[src/rtl/ysyx_23060240_mem_arbiter.sv]
// Round-robin arbiter sharing one memory port between IFU (read-only) and LSU, one transaction in flight.
// One cycle of arbitration latency; masters and memory are stalled purely through valid/ready, with a response watchdog.
module ysyx_23060240_mem_arbiter #(
  parameter int ADDR_W  = 32,
  parameter int DATA_W  = 32,
  parameter int TIMEOUT = 255
) (
  input  logic              clk,
  input  logic              rst,

  input  logic              if_req_valid,
  output logic              if_req_ready,
  input  logic [ADDR_W-1:0] if_addr,
  output logic              if_resp_valid,
  input  logic              if_resp_ready,
  output logic [DATA_W-1:0] if_rdata,

  input  logic              ls_req_valid,
  output logic              ls_req_ready,
  input  logic [ADDR_W-1:0] ls_addr,
  input  logic              ls_wen,
  input  logic [DATA_W-1:0] ls_wdata,
  input  logic [7:0]        ls_wmask,
  output logic              ls_resp_valid,
  input  logic              ls_resp_ready,
  output logic [DATA_W-1:0] ls_rdata,

  output logic              mem_req_valid,
  input  logic              mem_req_ready,
  output logic [ADDR_W-1:0] mem_addr,
  output logic              mem_wen,
  output logic [DATA_W-1:0] mem_wdata,
  output logic [7:0]        mem_wmask,
  input  logic              mem_resp_valid,
  output logic              mem_resp_ready,
  input  logic [DATA_W-1:0] mem_rdata,

  output logic              resp_err,
  output logic              busy
);

  localparam int CNT_W = (TIMEOUT > 0) ? $clog2(TIMEOUT + 1) : 1;

  typedef enum logic [2:0] {
    IDLE,
    REQ_IF,
    REQ_LS,
    RSP_IF,
    RSP_LS
  } state_t;

  state_t            state, state_nxt;
  logic              last_grant, last_grant_nxt;
  logic [CNT_W-1:0]  cnt, cnt_nxt;
  logic              timed_out;

  // With TIMEOUT = 0 the comparison is never true, so the watchdog is inert.
  assign timed_out = (TIMEOUT > 0) && (cnt == CNT_W'(TIMEOUT));
  assign busy      = (state != IDLE);

  always_ff @(posedge clk or posedge rst) begin
    if (rst) begin
      state      <= IDLE;
      last_grant <= 1'b1;
      cnt        <= '0;
    end else begin
      state      <= state_nxt;
      last_grant <= last_grant_nxt;
      cnt        <= cnt_nxt;
    end
  end

  always_comb begin
    state_nxt      = state;
    last_grant_nxt = last_grant;
    cnt_nxt        = cnt;

    if_req_ready   = 1'b0;
    if_resp_valid  = 1'b0;
    if_rdata       = '0;
    ls_req_ready   = 1'b0;
    ls_resp_valid  = 1'b0;
    ls_rdata       = '0;
    mem_req_valid  = 1'b0;
    mem_addr       = '0;
    mem_wen        = 1'b0;
    mem_wdata      = '0;
    mem_wmask      = '0;
    mem_resp_ready = 1'b0;
    resp_err       = 1'b0;

    case (state)
      IDLE: begin
        // On a tie the master that was not granted last time wins.
        if (if_req_valid && (!ls_req_valid || last_grant)) begin
          state_nxt      = REQ_IF;
          last_grant_nxt = 1'b0;
        end else if (ls_req_valid) begin
          state_nxt      = REQ_LS;
          last_grant_nxt = 1'b1;
        end
      end

      REQ_IF: begin
        mem_req_valid = if_req_valid;
        mem_addr      = if_addr;
        if_req_ready  = mem_req_ready;
        if (if_req_valid && mem_req_ready) begin
          state_nxt = RSP_IF;
          cnt_nxt   = '0;
        end else if (!if_req_valid) begin
          state_nxt = IDLE;
        end
      end

      REQ_LS: begin
        mem_req_valid = ls_req_valid;
        mem_addr      = ls_addr;
        mem_wen       = ls_wen;
        mem_wdata     = ls_wdata;
        mem_wmask     = ls_wmask;
        ls_req_ready  = mem_req_ready;
        if (ls_req_valid && mem_req_ready) begin
          state_nxt = RSP_LS;
          cnt_nxt   = '0;
        end else if (!ls_req_valid) begin
          state_nxt = IDLE;
        end
      end

      RSP_IF: begin
        if (timed_out) begin
          // Forced error response; memory is no longer listened to.
          if_resp_valid = 1'b1;
          resp_err      = 1'b1;
          if (if_resp_ready) state_nxt = IDLE;
        end else begin
          if_resp_valid  = mem_resp_valid;
          if_rdata       = mem_rdata;
          mem_resp_ready = if_resp_ready;
          if (mem_resp_valid && if_resp_ready) begin
            state_nxt = IDLE;
          end else if (!mem_resp_valid && (TIMEOUT > 0)) begin
            cnt_nxt = cnt + CNT_W'(1);
          end
        end
      end

      RSP_LS: begin
        if (timed_out) begin
          ls_resp_valid = 1'b1;
          resp_err      = 1'b1;
          if (ls_resp_ready) state_nxt = IDLE;
        end else begin
          ls_resp_valid  = mem_resp_valid;
          ls_rdata       = mem_rdata;
          mem_resp_ready = ls_resp_ready;
          if (mem_resp_valid && ls_resp_ready) begin
            state_nxt = IDLE;
          end else if (!mem_resp_valid && (TIMEOUT > 0)) begin
            cnt_nxt = cnt + CNT_W'(1);
          end
        end
      end

      default: state_nxt = IDLE;
    endcase
  end

endmodule
[config.mk]
export PLATFORM = sky130hd
export DESIGN_NAME = ysyx_23060240_mem_arbiter
export DESIGN_NICKNAME = d
export VERILOG_FILES = /design/src/rtl/ysyx_23060240_mem_arbiter.sv
export SDC_FILE = /design/constraint.sdc
export NUM_CORES = 1
export LEC_CHECK = 0
export CORE_AREA = 5 5 110 112
export CTS_CLUSTER_DIAMETER = 30
export DETAILED_ROUTE_END_ITERATION = 10
export DIE_AREA = 0 0 115 117
export PLACE_DENSITY = 0.62
export SYNTH_ARGS = -nofsm -noshare
export SYNTH_HDL_FRONTEND = slang
export SYNTH_SLANG_ARGS = --single-unit
[constraint.sdc]
create_clock -name clk -period 5.2 [get_ports clk]
set_input_delay 1.04 -clock clk [delete_from_list [all_inputs] [get_ports clk]]
set_output_delay 1.04 -clock clk [all_outputs]
set_load 0.01 [all_outputs]
---- After elaboration in Yosys (flattened, before gate mapping) ----
Index checks and enable logic that the tools add are counted.
storage, ports and cells
  bits in latches ......................... 0
  RAM bits ................................ 0
  memories ................................ 0
  output and inout port bits .............. 145
  ROM bits ................................ 0
  register bits after elaboration ......... 12
operators by class
  order comparisons ....................... 0
  eq/ne operators ......................... 18
  divide/modulo/power cells ............... 0
  $add $sub $neg .......................... 1
  shift-type cells ........................ 0
  reduce and logical (&&, ||, !) cells .... 15
  mux-type cells .......................... 41
  multipliers ............................. 0
  bitwise operators ....................... 0
operator list
  kind                                                             number
  32-bit two-way mux                                               4
  8-bit two-way mux                                                8
  32-bit one-hot mux with 2 select lines                           1
  3-bit two-way mux                                                12
  8-bit one-hot mux with 4 select lines                            1
  3-bit inequality test, second input constant                     7
  3-bit one-hot mux with 5 select lines                            1
  7-bit AND reduction                                              2
  1-bit two-way mux                                                12
  2-bit inequality test, second input constant                     6
  8-bit by 1-bit adder with 8-bit output, second input constant    1
  8-bit == test, second input constant                             1
  3-bit by 2-bit == test with 1-bit output, second input constant  2
  1-bit logical AND                                                5
  1-bit one-hot mux with 2 select lines                            2
  4-bit nonzero test                                               1
  3-bit by 1-bit == test with 1-bit output, second input constant  1
  3-bit == test, second input constant                             1
  3-bit zero test                                                  1
  3-bit nonzero test                                               1
  2-bit AND reduction                                              1
  2-bit nonzero test                                               1
  2-bit OR reduction                                               1
  1-bit zero test                                                  1
  1-bit logical OR                                                 1

---- Longest topological paths before layout ----
Gate-level depths: netlist (run 1).
  word-level depth ........................ 5
  mapped depth ............................ 7
  gate-level depth less buffers ........... 5

---- Worst setup path after synthesis (run 1) ----
OpenSTA, ideal clock, no wires.
  path kind ............................... register to output
  start point ............................. reg state[2]
  end point ............................... out ls_rdata[10]
  data required time ...................... 4.160 ns
  cell stages (with the launch flop) ...... 7
  arrival ................................. 1.632 ns
  buffers on the path ..................... 3
  setup slack ............................. 2.528 ns
  cell sequence ........................... dfrtp_1 > buf_4 > or3b_4 > clkbuf_1 > nor2_1 > clkbuf_1 > and2_1
between the ends
  cells in the longest elaborated chain, start to end .. 2
RTL lines
  item                    line  source
  from (decl)             52    state_t state, state_nxt;
  from (signal assigned)  67    state <= state_nxt;
  3-bit == test           92    case (state)
  32-bit two-way mux      92
  to (decl)               26    output logic [DATA_W-1:0] ls_rdata,
Every way passes these cells.

---- Final worst setup path (run 1) ----
  start point ............................. reg cnt[0]
  end point ............................... out if_rdata[20]
between the ends
  cells in the longest elaborated chain, start to end .. 3
RTL lines
  item                    line  source
  from (decl)             54    logic [CNT_W-1:0] cnt, cnt_nxt;
  from (signal assigned)  69    cnt <= cnt_nxt;
  8-bit == test           58    assign timed_out = (TIMEOUT > 0) && (cnt == CNT_W'(TIMEOUT));
  32-bit two-way mux      132   if (timed_out) begin
  32-bit two-way mux      92
  to (decl)               16    output logic [DATA_W-1:0] if_rdata,
Every way passes these cells.

==> out/qor.yml, run 1 <==
status: "finished, final reports clean"
fp.dieArea_um2: 13500
die_x_um: 115
finalHoldViolations: 0
path_clk_slew_ns: 0.05
cts.sinks: 12
synth_cells: 258
p_int_uw: 1080
comb_power_share: 0.827
nets: 678
antenna_found_initial: 0
seqPwrFrac: 0.087
rsz0062_at_grt: "false"
finalWeightedCongestion: 0.801
arrival_ns: 2.53
dp.cells: 670
layout-drive-gt1-share: 0.0358
numCtsBuffers: 3
first_pass_iters: 5
grt_pass1_wl_mm: 16.5
ys_top_cells_by_count: "and2_1 (109), a22o_1 (34), clkbuf_1 (19)"
grt_max_degree: 76
ant_nets: 0
setup_tns_ns: 0
critPathKind: "register to output pin"
syn_avg_cell_area_um2: 7.56
clk_path_buf_depth: 2
synth_top_area_frac: 0.350
max_freq_mhz: 280
p_sw_frac: 0.408
htreeDepth: 1
synthArstFlopShare: 1.00
yosysMostFrequentCell: "and2_1"
synth.distinct_cells: 47
p_switching_uw: 747
antenna_cells: 0
start_kind: "register"
drt_iter0_drc: 152
reg2reg_depth: 4
core-area_um2: 11100
syn_area_um2: 1950
die-height_um: 117
hp-class: "register to register"
synth_ff_type: "dfrtp_1"
slew_headroom: 0.494
final_max_slew_viol_count: 0
wl_per_cell_um: 17.6
cp.required_ns: 4.16
grt_pass1_vias: 2959
tightest_slew_ns: 0.750
root_buffer: "clkbuf_16"
syn2layout_area_growth_pct: 159
vias_per_cell: 4.40
place_hpwl_mm: 10.1
rrSetupSlack_ns: 2.77
grt_use_total: 0.153
io_pins: 290
via_count: 2963
ys_seq_elements: 12
startpoint: "cnt[0]"
route.detailed.drc: 0
setup_violations: 0
cap_violations: 0
r2r_end: "cnt[0]"
tritoncts: "built"
finalCritPeriodShare: 0.686
min_period_ns: 3.57
clk_latency_ns: 0.24
end_kind: "output pin"
rows: 39
p_leak_uw: 0.00198
endpoint: "if_rdata[20]"
cp_max_fo: 32
power_density_nw_per_um2: 363
grt-ovfl-total: 0
ir_drop_v: 0.000195
pwr-share-clk: 0.086
final_cells: 674
fin_skew_ns: 0.00421
hold_buffers: 0
cts_setup_buffers: 0
start_util: 0.175
synth-edff-count: 0
routed_wl_mm: 11.8
r2r_start: "state[0]"
ys_top_cells_by_area: "and2_1 (35%), a22o_1 (15%), dfrtp_1 (14%)"
cts_resized: 0
syn-num-nets: 404
synth_top_area_cell: "and2_1"
yosysWarnings: 0
portBuffers: 289
yosysSeqAreaShare: 0.155
## power by group through the flow
| stage | sequential [uW] | combinational (uW) | clock, uW |
|---|---|---|---|
| after floorplan | 129 | 745 | 0 |
| final | 159 | 1510 | 157 |
| after global routing | 165 | 1620 | 161 |
| after global placement | 160 | 1530 | 0 |
| after detailed placement | 160 | 1530 | 0 |
| after CTS | 159 | 1540 | 157 |
## sequential cells by signal, indices dropped and copies added (netlist names)
register and count:
cnt 8, state 3, last_grant 1
## through the flow
stage | utilization | area [um^2] | setup WS, ns | total power [uW] | hold WS (ns)
floorplan | - | 1950 | 2.53 | 875 | 0.490
global placement | 0.446 | 4960 | 1.77 | 1690 | 0.510
detailed placement | 0.446 | 4960 | 1.77 | 1690 | 0.524
CTS | 0.454 | 5050 | 1.65 | 1850 | 0.529
global route | 0.454 | 5050 | 1.47 | 1950 | 0.559
finish | 0.454 | 5050 | 1.63 | 1830 | 0.531
## layout by cell type, fill, tap and decap left out, types with 2 or more instances in the layout
cell type / n
clkdlybuf4s50_1: 289
and2_1: 109
a22o_1: 34
dfrtp_1: 11
nor2_1: 10
inv_1: 6
and3_1: 4
buf_4: 4
a21oi_1: 3
nand3_1: 3
nand2b_1: 3
o31ai_1: 3
a21o_1: 3
nand2_1: 3
o41ai_1: 3
clkbuf_16: 3
nand3b_1: 2
a211oi_2: 2
nand4_1: 2
or3_1: 2
nor3b_2: 2
o21ai_1: 2
nor4b_1: 2
a211o_1: 2
o41ai_2: 2
nor4bb_1: 2
## layout make-up
class,count,area [um^2]
Sequential cell,12,302
Fill cell,1087,6080
Multi-Input combinational cell,216,1530
Clock buffer,4,88.8
Timing Repair Buffer,293,2920
Inverter,6,22.5
Tap cell,143,179
## worst min path at each step
stage / cells past startpoint / end / slack [ns] / startpoint
floorplan: 1 / cnt[6] / 0.49 / cnt[6]
global placement: 1 / cnt[6] / 0.51 / cnt[6]
detailed placement: 2 / last_grant / 0.52 / last_grant
CTS: 2 / last_grant / 0.53 / last_grant
global route: 1 / last_grant / 0.56 / last_grant
finish: 2 / last_grant / 0.53 / last_grant
## logic make-up after synthesis
group | count (synthesis) | synth area share
simple gates | 147 | 0.464
compound gates | 65 | 0.292
buf+inv | 30 | 0.0648
flops | 12 | 0.155
mux | 2 | 0.0135
xor+xnor | 1 | 0.00449
fa+ha+maj | 1 | 0.00642
## worst max-delay path, cell delays in order (launching register included)
cell	delay, ns
dfrtp_1	0.40
ha_1	0.28
nand3_1	0.19
nor2_1	0.41
nor2_1	0.08
buf_4	0.23
and2_1	0.18
clkdlybuf4s50_1	0.50
## layer usage
layer | share of wire | vias up | global-route usage
li1 | - | 1464 | -
met4 | 0.0079 | 0 | 0.0219
met5 | 0 | - | 0
met1 | 0.36 | 1340 | 0.176
met2 | 0.53 | 151 | 0.277
met3 | 0.10 | 8 | 0.0576
Note: power is estimated with default switching activity, not from simulation.
==> run 2, diff against run 1 <==
- CORE_AREA: 5 5 110 112 -> 5 5 109 111
- DIE_AREA: 0 0 115 117 -> 0 0 114 116
- PLACE_DENSITY: 0.62 -> 0.65
- clock period: 5.2 -> 3 ns (I/O delays scaled with it)
==> out/qor.yml, run 2 (synthesis gave the netlist of run 1 again) <==
vias_per_cell: 4.44  # +0.95%
first_pass_iters: 4  # -1
portBuffers: 289  # unchanged
drt_iter0_drc: 81  # -47%
cp_cell_sequence: "or3b_4 -> nor2_1 -> buf_6 -> and2_1 -> clkdlybuf4s50_1"
grt_use_total: 0.169  # +0.0160
htreeDepth: 1  # unchanged
tritoncts: "built"
ir_drop_v: 0.000303  # +55%
rrSetupSlack_ns: 0.64  # -2.13 ns
path_clk_slew_ns: 0.06  # about the same
clk_path_buf_depth: 2  # unchanged
wl_per_cell_um: 18.5  # +5.5%
critPathMaxStageDelay_ns: 0.55  # +0.05 ns
max_freq_mhz: 349
final_common_cell: "clkdlybuf4s50_1"
cts_setup_buffers: 0  # unchanged
crit_slowest_cell: "clkdlybuf4s50_1"
clk_latency_ns: 0.24  # about the same
arrival_ns: 2.27  # -0.26 ns
n_fill_cell: 1039  # -4.4%
fp.dieArea_um2: 13200  # -1.7%
routed_wl_mm: 12.6  # +6.2%
seqPwrFrac: 0.079  # -0.008
nets: 685  # +1.0%
route.detailed.drc: 0  # unchanged
fin_util: 0.478  # +0.0240
rows: 38  # -2.6%
hp-class: "register to register"
antenna_cells: 0  # unchanged
p_switching_uw: 1320  # +76%
place_hpwl_mm: 10.8  # +7.2%
cts.sinks: 12  # unchanged
cap_violations: 0  # unchanged
core-area_um2: 10700  # -3.8%
io_pins: 290  # unchanged
setup_violations: 0  # unchanged
antenna_found_initial: 0  # unchanged
p_sw_frac: 0.412  # +0.00368
numCtsBuffers: 3  # unchanged
finalWeightedCongestion: 0.863  # +7.7%
layout-drive-gt1-share: 0.0539  # +0.0181
comb_power_share: 0.865  # +0.038
layout_common_cells: "clkdlybuf4s50_1 (289), and2_1 (109), a22o_1 (34), dfrtp_1 (11), nor2_1 (9)"
final_max_slew_viol_count: 0  # unchanged
pwr-share-clk: 0.056  # -0.030
tightest_slew_ns: 0.576  # -0.174 ns
power_density_nw_per_um2: 626  # +73%
die_x_um: 114  # -0.87%
largest_register_ffs: 8  # unchanged
start_kind: "register"
top_regs: "cnt: 8 flops, state: 3 flops, last_grant: 1 flops"
grt_pass1_vias: 3050  # +3.1%
hold_buffers: 0  # unchanged
grt-ovfl-total: 0  # unchanged
setup_tns_ns: 0  # unchanged
cp_max_fo: 32  # unchanged
cp.required_ns: 2.40  # -1.76 ns
critPathKind: "register to output pin"
slew_headroom: 0.611  # +0.117
status: "finished, final reports clean"
finalHoldViolations: 0  # unchanged
die-height_um: 116  # -0.85%
grt_pass1_wl_mm: 17.8  # +7.9%
grt_max_degree: 52  # -32%
largest_register: "cnt"
min_period_ns: 2.87
ant_nets: 0  # unchanged
via_count: 3009  # +1.6%
rsz0062_at_grt: "false"
end_kind: "output pin"
p_leak_uw: 0.00200  # +1.2%
finalCritPeriodShare: 0.956
fin_skew_ns: 0.00308  # -0.00112 ns
start_util: 0.182  # +0.00701
syn2layout_area_growth_pct: 162
root_buffer: "clkbuf_8"
p_int_uw: 1880  # +74%
-- run 2: changes by cell type in the layout (fill, tap and decap cells not counted) --
cell,delta
clkbuf_16,-3
clkbuf_8,+3
ha_1,-1
buf_6,+2
nand3_2,+1
ha_2,+1
buf_4,+3
nand3_1,-1
nor2_4,+1
nor2_1,-1
buf_12,+2
-- run 2: per-layer routing --
metal	share of wire	GRT usage
met1	0.40	0.209
met2	0.49	0.283
met5	0	0
met3	0.097	0.0574
met4	0.017	0.0451
-- run 2: worst max-delay path: cells and delay by family (launching register included) --
family / cells / cell delay [ns]
buffers and inverters: 2 / 0.77
DFF: 1 / 0.51
and+or+nand+nor: 3 / 0.73
-- run 2: final cells by class --
class	count	area, um^2	area share
Clock buffer	4	55.1	0.0108
Inverter	6	22.5	0.00441
Multi-Input combinational cell	216	1550	0.303
Sequential cell	12	302	0.0590
Tap cell	140	175	0.0343
Timing Repair Buffer	300	3010	0.589
-- run 2: metrics by stage --
stage | instance area [um^2] | hold slack (ns) | worst slack (ns) | total power, uW | std cells
after floorplan | 1950 | 0.464 | 0.768 | 1520 | 258
after global placement | 5030 | 0.506 | 0.247 | 3020 | 674
after detailed placement | 5030 | 0.509 | 0.188 | 3040 | 674
after CTS | 5090 | 0.517 | 0.00772 | 3230 | 678
after global routing | 5110 | 0.551 | 0.00769 | 3410 | 678
final | 5110 | 0.517 | 0.132 | 3200 | 678
-- run 2: power groups by stage --
stage               clock network [uW]  registers, uW  logic, uW
floorplan                            0            224       1290
global placement                     0            246       2770
detailed placement                   0            253       2780
CTS                                185            251       2790
global route                       196            258       2950
finish                             181            253       2760
-- run 2: worst paths after layout --
| kind | start | end | cells after the start |
|---|---|---|---|
| setup / recovery | state[2] | ls_rdata[21] | 5 |
| hold reg to reg | cnt[6] | cnt[6] | 1 |
| max in group asynchronous | rst | last_grant | 2 |
| hold / removal | cnt[6] | cnt[6] | 1 |
| min in group asynchronous | rst | state[0] | 2 |
| setup reg to reg | state[2] | cnt[3] | 6 |
-- run 2: timing repair --
action | 4_1_cts | 5_1_grt
endpoints found under the setup margin | 64 | 64
resized for setup | 1 | 5
cloned | 0 | 0
==> run 3, diff against run 2 <==
--- a/config.mk
+++ b/config.mk
@@ -7,2 +7,3 @@
 export LEC_CHECK = 0
+export CAP_MARGIN = 20
 export CORE_AREA = 5 5 109 111
@@ -11,2 +12,3 @@
 export DIE_AREA = 0 0 114 116
+export HOLD_SLACK_MARGIN = 0.03
 export PLACE_DENSITY = 0.65
==> constraint.sdc (replaced) <==
create_clock -name clk -period 3 [get_ports clk]
set_input_delay 0.45 -clock clk [delete_from_list [all_inputs] [get_ports clk]]
set_output_delay 0.45 -clock clk [all_outputs]
set_load 0.01 [all_outputs]
==> out/qor.yml, run 3 (synthesis gave the netlist of run 1 again) <==
crit_slowest_cell: "clkdlybuf4s50_1"
seqPwrFrac: 0.081  # +0.002
ir_drop_v: 0.000271  # -11%
reg2reg_depth: 4  # -2
ant_nets: 0  # unchanged
route.detailed.drc: 0  # unchanged
finalWeightedCongestion: 0.843  # -2.3%
wl_per_cell_um: 18.1  # -2.1%
grt-ovfl-total: 0  # unchanged
htreeDepth: 1  # unchanged
hold_ws_ns: 0.532  # +0.0149 ns
syn2layout_area_growth_pct: 160
via_count: 2990  # -0.63%
grt_pass1_wl_mm: 17.6  # -0.74%
slew_headroom: 0.668  # +0.0575
io_pins: 290  # unchanged
fin_skew_ns: 0.00297  # -0.000110 ns
dpl_cell_area_um2: 5000  # -0.55%
start_util: 0.182  # unchanged
clk_path_buf_depth: 2  # unchanged
final_max_slew_viol_count: 0  # unchanged
path_buf_inv: 2  # unchanged
numCtsBuffers: 3  # unchanged
setup_tns_ns: 0  # unchanged
clk_latency_ns: 0.24  # about the same
drt_iter0_drc: 119  # +47%
core-area_um2: 10700  # unchanged
p_switching_uw: 1290  # -2.0%
antenna_cells: 0  # unchanged
rows: 38  # unchanged
max_freq_mhz: 356  # +2.2%
finalHoldViolations: 0  # unchanged
grt_pass1_vias: 3142  # +3.0%
path_clk_slew_ns: 0.06  # about the same
r2r_start: "state[1]"
portBuffers: 289  # unchanged
first_pass_iters: 4  # unchanged
dp.cells: 672  # -0.30%
vias_per_cell: 4.42  # -0.34%
cp.required_ns: 2.55  # +0.15 ns
min_from: "cnt[6]"
layout_common_cells: "clkdlybuf4s50_1 (289), and2_1 (109), a22o_1 (34), dfrtp_1 (11), nor2_1 (9)"
tritoncts: "built"
finalCritPeriodShare: 0.935  # -0.0206
end_kind: "output pin"
cp_num_cells: 5  # unchanged
cts.sinks: 12  # unchanged
antenna_found_initial: 0  # unchanged
routed_wl_mm: 12.3  # -2.4%
start_kind: "register"
p_sw_frac: 0.412  # +0.000495
die_x_um: 114  # unchanged
pwr-share-clk: 0.056  # about the same
whs_path_depth: 1  # unchanged
min_period_ns: 2.81  # -0.0619 ns
rsz0062_at_grt: "false"
p_int_uw: 1840  # -2.2%
critPathKind: "register to output pin"
comb_power_share: 0.863  # -0.002
r2r_end: "cnt[0]"
cp_max_fo: 32  # unchanged
largest_register: "cnt"
rrSetupSlack_ns: 0.75  # +0.11 ns
arrival_ns: 2.36  # +0.09 ns
power_density_nw_per_um2: 617  # -1.4%
cp_cell_sequence: "or3b_4 -> nor2_1 -> buf_4 -> and2_1 -> clkdlybuf4s50_1"
setup_violations: 0  # unchanged
p_total_uw: 3130  # -2.1%
top_regs: "cnt: 8 flops, state: 3 flops, last_grant: 1 flops"
p_leak_uw: 0.00199  # -0.50%
root_buffer: "clkbuf_8"
critPathTopFamily: "simple AND/OR/NAND/NOR gates"
cap_violations: 0  # unchanged
die-height_um: 116  # unchanged
hp-class: "register to register"
nets: 683  # -0.29%
status: "finished, final reports clean"
final_cells: 676  # -0.29%
grt_max_degree: 54  # +3.8%
design_area_um2: 5070  # -0.76%
place_hpwl_mm: 10.7  # -0.72%
layout-drive-gt1-share: 0.0466  # -0.00726
tightest_slew_ns: 0.491  # -0.0852 ns
final_common_cell: "clkdlybuf4s50_1"
fp.dieArea_um2: 13200  # unchanged
grt_use_total: 0.168  # -0.00114
min_to: "cnt[6]"
largest_register_ffs: 8  # unchanged
critPathMaxStageDelay_ns: 0.54  # about the same
run 3: area by class of cell:
class / instances / area [um^2]
Fill cell: 1009 / 5630
Multi-Input combinational cell: 216 / 1540
Timing Repair Buffer: 298 / 2980
Sequential cell: 12 / 302
Inverter: 6 / 22.5
Tap cell: 140 / 175
Clock buffer: 4 / 55.1
run 3: how the worst max path moves through the flow:
stage | end | slack (ns) | from
5_1_grt | ls_rdata[2] | 0.02 | cnt[0]
3_3_place_gp | if_rdata[1] | 0.39 | cnt[0]
4_1_cts | if_rdata[1] | 0.07 | cnt[0]
6_report | ls_rdata[0] | 0.19 | state[1]
3_5_place_dp | cnt[0] | 0.34 | ls_req_valid
2_1_floorplan | ls_rdata[10] | 0.92 | state[2]
run 3: timing repair:
action | 4_1_cts | 5_1_grt
setup buffers | 0 | 0
setup endpoints to repair | 0 | 64
gates resized for setup | 0 | 3
endpoints found under the hold margin | 0 | 0
hold buffers | 0 | 0
run 3: metrics by stage:
stage / setup WS [ns] / utilization
CTS: 0.0689 / 0.473
floorplan: 0.918 / -
global placement: 0.395 / 0.468
global route: 0.0198 / 0.474
detailed placement: 0.339 / 0.468
finish: 0.194 / 0.474
run 3: metal layers:
metal  GRT usage  vias to the layer above  share of wire
met5           0                        -              0
met4      0.0372                        0          0.017
met3      0.0726                       16           0.11
met2       0.286                      181           0.49
met1       0.197                     1320           0.38
li1            -                     1473              -
run 3: power by group through the flow:
| stage | combinational, uW | clock, uW | sequential [uW] |
|---|---|---|---|
| floorplan | 1290 | 0 | 224 |
| global placement | 2710 | 0 | 252 |
| detailed placement | 2720 | 0 | 256 |
| CTS | 2730 | 180 | 253 |
| global route | 2900 | 192 | 264 |
| finish | 2700 | 176 | 253 |
